<file path="src/rtl/reu_dma_sequencer.sv">
// REU DMA sequencer: takes the C64 bus on Execute and moves bytes between
// C64 memory and expansion RAM (stash / fetch / swap / verify), one bus
// cycle per PHI2 cycle while BA is high. Strobes and DMARW are decoded from
// the registered state so an asynchronous reset removes them at once.
module reu_dma_sequencer #(
    parameter int RAW  = 19,
    parameter int LENW = 16
) (
    input  logic            i_phi2,
    input  logic            i_reset,
    input  logic            i_ba,
    input  logic            i_execute,
    input  logic [1:0]      i_cmd,
    input  logic            i_autoload,
    input  logic            i_fix_c64,
    input  logic            i_fix_ram,
    input  logic [15:0]     i_c64_addr_in,
    input  logic [RAW-1:0]  i_ram_addr_in,
    input  logic [LENW-1:0] i_len_in,
    input  logic            i_irq_en,
    input  logic [7:0]      i_c64_din,
    input  logic [7:0]      i_ram_din,
    output logic            o_dma,
    output logic            o_dmarw,
    output logic [15:0]     o_c64_a,
    output logic [7:0]      o_c64_dout,
    output logic [RAW-1:0]  o_ram_a,
    output logic [7:0]      o_ram_dout,
    output logic            o_ram_rd,
    output logic            o_ram_wr,
    output logic [LENW-1:0] o_len,
    output logic            o_busy,
    output logic            o_end_of_block,
    output logic            o_verify_err,
    output logic            o_irq
);

    localparam logic [1:0] CMD_STASH  = 2'b00;
    localparam logic [1:0] CMD_FETCH  = 2'b01;
    localparam logic [1:0] CMD_SWAP   = 2'b10;
    localparam logic [1:0] CMD_VERIFY = 2'b11;

    typedef enum logic [2:0] {
        S_IDLE,
        S_START,
        S_XFER,
        S_SWAP_WR,
        S_FINISH
    } state_t;

    state_t          r_state;
    logic            r_dma;
    logic [1:0]      r_cmd;
    logic            r_fix_c64;
    logic            r_fix_ram;
    logic            r_autoload;

    logic [15:0]     r_c64_a;
    logic [RAW-1:0]  r_ram_a;
    logic [LENW-1:0] r_len;
    logic [15:0]     r_c64_a_shadow;
    logic [RAW-1:0]  r_ram_a_shadow;
    logic [LENW-1:0] r_len_shadow;

    // r_ram_dout doubles as the swap holding register for the C64 byte.
    logic [7:0]      r_c64_dout;
    logic [7:0]      r_ram_dout;
    logic            r_end_of_block;
    logic            r_verify_err;

    logic            w_start;
    logic            w_xfer;
    logic            w_swap_wr;
    logic            w_byte_done;
    logic            w_last;
    logic            w_verify_bad;
    logic [15:0]     w_c64_a_step;
    logic [RAW-1:0]  w_ram_a_step;

    assign w_start      = (r_state == S_IDLE) && i_execute;
    assign w_xfer       = (r_state == S_XFER) && i_ba;
    assign w_swap_wr    = (r_state == S_SWAP_WR) && i_ba;
    // A byte completes in XFER for single-cycle commands, in SWAP_WR for swap.
    assign w_byte_done  = (w_xfer && (r_cmd != CMD_SWAP)) || w_swap_wr;
    assign w_last       = (r_len == LENW'(1));
    assign w_verify_bad = w_xfer && (r_cmd == CMD_VERIFY) && (i_c64_din != i_ram_din);
    assign w_c64_a_step = r_fix_c64 ? r_c64_a : r_c64_a + 16'd1;
    assign w_ram_a_step = r_fix_ram ? r_ram_a : r_ram_a + RAW'(1);

    // Sequencer state, bus ownership and per-transfer command latches.
    always_ff @(posedge i_phi2 or posedge i_reset) begin
        if (i_reset) begin
            r_state    <= S_IDLE;
            r_dma      <= 1'b0;
            r_cmd      <= CMD_STASH;
            r_fix_c64  <= 1'b0;
            r_fix_ram  <= 1'b0;
            r_autoload <= 1'b0;
        end else begin
            case (r_state)
                S_IDLE: begin
                    if (i_execute) begin
                        r_state    <= S_START;
                        r_dma      <= 1'b1;
                        r_cmd      <= i_cmd;
                        r_fix_c64  <= i_fix_c64;
                        r_fix_ram  <= i_fix_ram;
                        r_autoload <= i_autoload;
                    end
                end
                S_START: begin
                    r_state <= S_XFER;
                end
                S_XFER: begin
                    if (i_ba) begin
                        if (r_cmd == CMD_SWAP) begin
                            r_state <= S_SWAP_WR;
                        end else if (w_last || w_verify_bad) begin
                            r_state <= S_FINISH;
                        end
                    end
                end
                S_SWAP_WR: begin
                    if (i_ba) begin
                        r_state <= w_last ? S_FINISH : S_XFER;
                    end
                end
                S_FINISH: begin
                    r_state <= S_IDLE;
                    r_dma   <= 1'b0;
                end
                default: begin
                    r_state <= S_IDLE;
                    r_dma   <= 1'b0;
                end
            endcase
        end
    end

    // Working and shadow address/length registers: load, step, autoload.
    always_ff @(posedge i_phi2 or posedge i_reset) begin
        if (i_reset) begin
            r_c64_a        <= '0;
            r_ram_a        <= '0;
            r_len          <= '0;
            r_c64_a_shadow <= '0;
            r_ram_a_shadow <= '0;
            r_len_shadow   <= '0;
        end else if (w_start) begin
            r_c64_a        <= i_c64_addr_in;
            r_ram_a        <= i_ram_addr_in;
            r_len          <= i_len_in;
            r_c64_a_shadow <= i_c64_addr_in;
            r_ram_a_shadow <= i_ram_addr_in;
            r_len_shadow   <= i_len_in;
        end else if (w_byte_done) begin
            r_c64_a <= w_c64_a_step;
            r_ram_a <= w_ram_a_step;
            // Length parks at 1 on the last byte; 0 wraps to all-ones so a
            // programmed length of 0 moves 2^LENW bytes.
            if (!w_last) begin
                r_len <= r_len - LENW'(1);
            end
        end else if ((r_state == S_FINISH) && r_autoload) begin
            r_c64_a <= r_c64_a_shadow;
            r_ram_a <= r_ram_a_shadow;
            r_len   <= r_len_shadow;
        end
    end

    // Data latches and sticky completion / verify status.
    always_ff @(posedge i_phi2 or posedge i_reset) begin
        if (i_reset) begin
            r_c64_dout     <= '0;
            r_ram_dout     <= '0;
            r_end_of_block <= 1'b0;
            r_verify_err   <= 1'b0;
        end else begin
            if (w_start) begin
                r_end_of_block <= 1'b0;
                r_verify_err   <= 1'b0;
            end
            if (w_byte_done && w_last) begin
                r_end_of_block <= 1'b1;
            end
            if (w_verify_bad) begin
                r_verify_err <= 1'b1;
            end
            if (w_xfer) begin
                case (r_cmd)
                    CMD_STASH: r_ram_dout <= i_c64_din;
                    CMD_FETCH: r_c64_dout <= i_ram_din;
                    CMD_SWAP: begin
                        r_ram_dout <= i_c64_din;
                        r_c64_dout <= i_ram_din;
                    end
                    default: ;
                endcase
            end
        end
    end

    // Bus direction and RAM strobes follow the state; BA=0 suppresses strobes.
    always_comb begin
        o_dmarw  = 1'b1;
        o_ram_rd = 1'b0;
        o_ram_wr = 1'b0;
        if (((r_state == S_XFER) && (r_cmd == CMD_FETCH)) || (r_state == S_SWAP_WR)) begin
            o_dmarw = 1'b0;
        end
        if (w_xfer) begin
            o_ram_wr = (r_cmd == CMD_STASH);
            o_ram_rd = (r_cmd != CMD_STASH);
        end
        if (w_swap_wr) begin
            o_ram_wr = 1'b1;
        end
    end

    // Single-cycle transfers pass the asynchronous read data straight through.
    always_comb begin
        o_c64_dout = r_c64_dout;
        o_ram_dout = r_ram_dout;
        if (w_xfer && (r_cmd == CMD_FETCH)) begin
            o_c64_dout = i_ram_din;
        end
        if (w_xfer && (r_cmd == CMD_STASH)) begin
            o_ram_dout = i_c64_din;
        end
    end

    assign o_dma          = r_dma;
    assign o_c64_a        = r_c64_a;
    assign o_ram_a        = r_ram_a;
    assign o_len          = r_len;
    assign o_busy         = (r_state != S_IDLE);
    assign o_end_of_block = r_end_of_block;
    assign o_verify_err   = r_verify_err;
    assign o_irq          = i_irq_en && (r_end_of_block || r_verify_err);

endmodule
</file>
<file path="config.mk">
export PLATFORM = sky130hd
export DESIGN_NAME = reu_dma_sequencer
export DESIGN_NICKNAME = d
export VERILOG_FILES = /design/src/rtl/reu_dma_sequencer.sv
export SDC_FILE = /design/constraint.sdc
export NUM_CORES = 1
export LEC_CHECK = 0
export BUFFER_PORTS_ARGS = -buffer_cell sky130_fd_sc_hd__buf_2
export CAP_MARGIN = 0
export CORE_ASPECT_RATIO = 1.25
export CORE_MARGIN = 5
export CORE_UTILIZATION = 55
export CTS_CLUSTER_DIAMETER = 50
export DETAILED_ROUTE_END_ITERATION = 10
export HOLD_SLACK_MARGIN = 0.03
export PLACE_DENSITY_LB_ADDON = 0.15
export SLEW_MARGIN = 20
export SYNTH_ARGS = -nofsm -noshare
export SYNTH_HDL_FRONTEND = slang
export SYNTH_SLANG_ARGS = --single-unit
export TNS_END_PERCENT = 10
</file>
<file path="constraint.sdc">
create_clock -name i_phi2 -period 6.2 [get_ports i_phi2]
set_clock_uncertainty 0.1 [all_clocks]
set_input_delay 1.24 -clock i_phi2 [delete_from_list [all_inputs] [get_ports i_phi2]]
set_output_delay 1.24 -clock i_phi2 [all_outputs]
set_load 0.1 [all_outputs]
</file>
==> summary.txt, run 1 <==
Num CTS Buffers: 17
Fin. Hold Viols: 0
Row count: 45
Area leader, netlist: dfrtp_1
R2R depth: 7
F_max: 0.2126 GHz
Hold crit path type: flip-flop to flip-flop
Vias post-DR: 6245
Hold depth: 2
Cts hold-fix bufs: 0
Max Cap Viol: 0
Mapped Cells: 755
Number of synthesized register bits: 129
Port Buffers: 151
Vias in the first global route: 6286
Commonest register cell after synthesis: dfrtp_1
Clk pin slew, worst setup/hold paths: 0.05 ns
RSZ-0062 raised after global routing: false
DR iter-0 viols: 351
Filler Cell Count: 994
Critical setup path kind: input pin to primary output
First-pass GRT wire length: 29.77 mm
CP Launch Type: input pin
Die width: 110.3 um
Mean Syn Cell Area: 9.161 um^2
Min-delay src: r_ram_a_shadow[15]
Max Fanout on Critical Path: 8
Post-synth top area share: 0.4667
GRT Residual Overflow: 0
Placed insts: 1036
Final #Nets: 976
Core ar.: 12220 um^2
P&R area growth vs syn: 19.86%
Clk root buf: clkbuf_16
N_diodes: 0
Die H: 135.4 um
Outcome: completed
Crit-path cells: buf_2 > nor4bb_1 > nand2_1 > mux2_2 > buf_2
Final period util: 0.7585
Reg2reg end: o_ram_a[7]
Ports: 152
Post-synth ARST share: 1.000
Worst Path Buf+Inv: 2
Tmin final: 4.703 ns
Drt pass-1 iters: 4
CTS-repair resized insts: 0
Synthesized area: 6917 um^2
Num Clock Sinks: 129
Post-synth EDFFs: 0
Library cells used by synthesis: 70
Crit path capture type: primary output
Cell Area, Placed: 7715 um^2
Hold worst-path end: r_ram_a_shadow[15]
Delay-heaviest family, CP: simple AND/OR/NAND/NOR gates
Final ANT Viol Nets: 0
Initial antenna violation count: 1
CTS tree: done
Max incr delay on CP: 0.75 ns
Setup TNS: 0 ns
Final Max Slew Viols: 0
Most frequent CP cell: buf_2
Ranking of synthesized cells by area: dfrtp_1 (47%), nand2_1 (9.9%), mux2_2 (6.2%)
Slew Limit Headroom: 0.3625
Reg2reg start: r_cmd[0]
Avg Vias per Cell: 5.858
# H-tree levels: 4
Fin area: 8290 um^2
Share of layout cells above drive strength 1: 0.2716
Synth top cells by count: nand2_1 (183), dfrtp_1 (129), a21oi_1 (50), nor2_1 (49), o21ai_0 (47)
Clk Latency, worst-skew pair: 0.42 ns
R2r setup slk: 3.34 ns
Finished Layout Cells: 1066
Worst path slowest cell: nor4bb_1
Syn_nets: 840
Pin count of the biggest net entering global routing: 67
Post-synthesis sequential area ratio: 0.4667
Most common cell in the netlist: nand2_1
GPL Wtd Cong: 0.8817
WP data required: 4.86 ns
Routed wire length per instance: 17.05 um
HPWL after DPL: 12.38 mm
Drt total wl: 18.18 mm
Final Setup Violations: 0
Initial Util: 0.5661
Synth Warn #: 0
DRC Markers: 0
Slew @ Worst Pin: 0.9475 ns
Max Root-Sink Buffers: 2
Worst path arrival time: 3.36 ns
Die area: 14930 um^2
Total track usage: 0.2502
Postcts setup bufs: 0
## how the worst max path moves through the flow
stage                  from             to  slack (ns)  depth (start not counted)
CTS                    i_ba  o_ram_dout[5]        1.53                          5
global route           i_ba  o_ram_dout[5]        1.35                          5
global placement       i_ba  o_ram_dout[5]        1.66                          5
finish                 i_ba  o_ram_dout[5]        1.50                          5
detailed placement     i_ba  o_ram_dout[5]        1.54                          5
floorplan           i_reset     o_c64_a[0]        1.42                          1
## placed cells by master (no fill, tap or decap), types with 7 or more instances in the layout
| cell | synthesis | final |
|---|---|---|
| a211oi_1 | 14 | 14 |
| nand4_1 | 8 | 8 |
| inv_1 | 13 | 12 |
| nor2_1 | 49 | 49 |
| ha_1 | 8 | 8 |
| a31oi_1 | 16 | 16 |
| nor3_1 | 8 | 8 |
| a22oi_1 | 7 | 7 |
| xor2_1 | 8 | 8 |
| nand3_1 | 19 | 18 |
| mux2_2 | 38 | 38 |
| and3_1 | 7 | 7 |
| o21ai_0 | 47 | 47 |
| clkbuf_16 | 0 | 17 |
| a21oi_1 | 50 | 50 |
| dfrtp_1 | 129 | 129 |
| nand2_1 | 183 | 183 |
| buf_2 | 18 | 151 |
## logic make-up after synthesis
group	synth area share
and+or+nand+nor	0.2113
AOI/OAI and AO/OA	0.1805
DFF	0.4667
buffers and inverters	0.03908
muxes	0.07272
xor gates and xnor gates	0.01520
adders and majority gates	0.01447
## per-layer routing
metal / wire length (um) / track usage / vias up / share of wire
met2: 8881 / 0.4059 / 232 / 0.49
li1: - / - / 2973 / -
met1: 7531 / 0.3134 / 3003 / 0.41
met3: 1357 / 0.07344 / 35 / 0.075
met5: 13 / 0 / - / 0.00072
met4: 395 / 0.09719 / 2 / 0.022
## sequential cells by signal, indices dropped and copies added, names as in the netlist, 2 cells and up
name,cells
r_cmd,2
r_c64_dout,8
r_state,3
r_c64_a_shadow,16
o_ram_a,19
r_len_shadow,16
o_len,16
o_c64_a,16
r_ram_dout,8
r_ram_a_shadow,19
## tightest hold or removal path, cell delays in order (launching register included)
cell and delay, ns:
dfrtp_1 0.32, nand2_1 0.06, nand2_1 0.06
## metrics by stage
stage / hold slack, ns / worst slack (ns) / utilization
5_1_grt: 0.3950 / 1.350 / 0.6785
3_3_place_gp: 0.3444 / 1.664 / 0.6314
6_report: 0.3640 / 1.497 / 0.6785
2_1_floorplan: 0.3322 / 1.419 / -
4_1_cts: 0.3641 / 1.531 / 0.6782
3_5_place_dp: 0.3501 / 1.536 / 0.6314
## area by class of cell
cell class	count	area [um^2]	share of cell area
timing repair buffer	155	798.3	0.09629
clock inverter	6	80.08	0.009659
clock buffer	24	491.7	0.05931
sequential	129	3228	0.3894
inverter	13	51.30	0.006188
tap	164	205.2	0.02475
multi-input combinational	575	3436	0.4144
Power of run 1 is left out: the tool's default activity adds up to more than one toggle a clock period on the data nets, which glitch-free logic cannot reach.
==> inputs of run 2 (changes only) <==
--- a/config.mk
+++ b/config.mk
@@ -9,7 +9,7 @@
 export CAP_MARGIN = 0
 export CORE_ASPECT_RATIO = 1.25
 export CORE_MARGIN = 5
-export CORE_UTILIZATION = 55
+export CORE_UTILIZATION = 50
 export CTS_CLUSTER_DIAMETER = 50
 export DETAILED_ROUTE_END_ITERATION = 10
 export HOLD_SLACK_MARGIN = 0.03
==> constraint.sdc (replaced) <==
create_clock -name i_phi2 -period 4.24 [get_ports i_phi2]
set_clock_uncertainty 0.1 [all_clocks]
set_input_delay 0.848 -clock i_phi2 [delete_from_list [all_inputs] [get_ports i_phi2]]
set_output_delay 0.848 -clock i_phi2 [all_outputs]
set_load 0.1 [all_outputs]
==> summary.txt, run 2 (synthesized netlist as in run 1, its figures left out) <==
Outcome: completed
DR iter-0 viols: 437 (+25%)
Setup TNS: 0 ns (unchanged)
Sequential cell area: 3228 um^2 (unchanged)
Pin count of the biggest net entering global routing: 77 (+15%)
CTS tree: done
GRT Residual Overflow: 0 (unchanged)
Area occupied by multi-input gates: 3436 um^2 (unchanged)
Commonest cells after routing, fill and taps aside: nand2_1 (183), buf_2 (151), dfrtp_1 (129), a21oi_1 (50), nor2_1 (49)
HPWL after DPL: 12.71 mm (+2.7%)
Vias in the first global route: 6193 (-1.5%)
Postcts setup bufs: 0 (unchanged)
Hold crit path type: input pin to async pin
Crit path capture type: primary output
Final period util: 0.8079
Clk root buf: clkbuf_16
Clk Latency, worst-skew pair: 0.42 ns (about the same)
Final #Nets: 981 (+0.51%)
Drt pass-1 iters: 5 (+1)
First-pass GRT wire length: 30.51 mm (+2.5%)
Initial antenna violation count: 1 (unchanged)
Filler Cell Count: 1190 (+20%)
Die area: 16300 um^2 (+9.2%)
Vias post-DR: 6247 (+0.032%)
Clk pin slew, worst setup/hold paths: 0.06 ns (about the same)
N_diodes: 0 (unchanged)
Row count: 48 (+6.7%)
Max Cap Viol: 0 (unchanged)
Critical setup path kind: flip-flop to primary output
Max Fanout on Critical Path: 13 (+5)
WP data required: 3.29 ns (-1.57 ns)
Slew @ Worst Pin: 0.8089 ns (-0.1386 ns)
Tmin final: 3.426 ns
Core ar.: 13690 um^2 (+12%)
Port Buffers: 151 (unchanged)
Num CTS Buffers: 17 (unchanged)
DRC Markers: 0 (unchanged)
Max Root-Sink Buffers: 2 (unchanged)
Final Max Slew Viols: 0 (unchanged)
Drt total wl: 18.39 mm (+1.2%)
Ports: 152 (unchanged)
CTS-repair resized insts: 0 (unchanged)
Share of layout cells above drive strength 1: 0.2805 (+0.008909)
F_max: 0.2919 GHz
Die H: 141.5 um (+4.5%)
Die width: 115.2 um (+4.4%)
Final ANT Viol Nets: 0 (unchanged)
# H-tree levels: 4 (unchanged)
GPL Wtd Cong: 0.8536 (-3.2%)
Fin. Hold Viols: 0 (unchanged)
Total track usage: 0.2314 (-0.01881)
P&R area growth vs syn: 21.56%
Num Clock Sinks: 129 (unchanged)
Cts hold-fix bufs: 0 (unchanged)
Final Setup Violations: 0 (unchanged)
Avg Vias per Cell: 5.763 (-1.6%)
Routed wire length per instance: 16.97 um (-0.51%)
Initial Util: 0.5051 (-0.06099)
CP Launch Type: flip-flop
Most common cell after layout, fill and taps aside: nand2_1
RSZ-0062 raised after global routing: false
Slew Limit Headroom: 0.4558 (+0.09327)
Worst path arrival time: 2.48 ns (-0.88 ns)
-- run 2: stage by stage --
step	setup slack, ns	area [um^2]	cells	utilization	hold WS [ns]
global placement	0.9235	7767	1052	0.5673	0.3456
global route	0.6504	8408	1084	0.6140	0.3342
finish	0.8144	8408	1084	0.6140	0.3257
CTS	0.7994	8408	1084	0.6140	0.3217
floorplan	0.5903	6920	755	-	0.3322
detailed placement	0.8698	7771	1052	0.5675	0.3490
-- run 2: worst paths after layout --
| kind | startpoint | endpoint | slack, ns | depth (start not counted) |
|---|---|---|---|---|
| min in group i_phi2 | r_ram_a_shadow[17] | r_ram_a_shadow[17] | 0.36 | 2 |
| max | r_state[2] | o_c64_dout[7] | 0.81 | 5 |
| min reg2reg | r_ram_a_shadow[17] | r_ram_a_shadow[17] | 0.36 | 2 |
| min | i_reset | o_ram_a[14] | 0.33 | 2 |
| max in group asynchronous | i_reset | r_state[1] | 2.88 | 3 |
| max reg2reg | r_cmd[0] | o_ram_a[18] | 1.54 | 8 |
-- run 2: layout make-up --
type                            count  area share
Clock buffer                       19     0.05387
Clock inverter                     13     0.02187
Inverter                           13    0.006250
Multi-Input combinational cell    575      0.4086
Sequential cell                   129      0.3839
Tap cell                          175     0.02604
Timing Repair Buffer              160     0.09940
-- run 2: per-layer routing --
| layer | wire [um] | up-vias | global-route usage |
|---|---|---|---|
| met2 | 8986 | 235 | 0.3707 |
| met1 | 7816 | 3005 | 0.3037 |
| met3 | 1365 | 17 | 0.07125 |
| met4 | 208 | 2 | 0.06489 |
| met5 | 13 | - | 0 |
| li1 | - | 2988 | - |
-- run 2: critical path: stages, from the launching register on --
cell and delay, ns:
dfrtp_1 0.53, nor4bb_1 0.35, buf_4 0.19, nand2_1 0.25, mux2_2 0.32, buf_2 0.42
Power of run 2 is left out for the same reason.
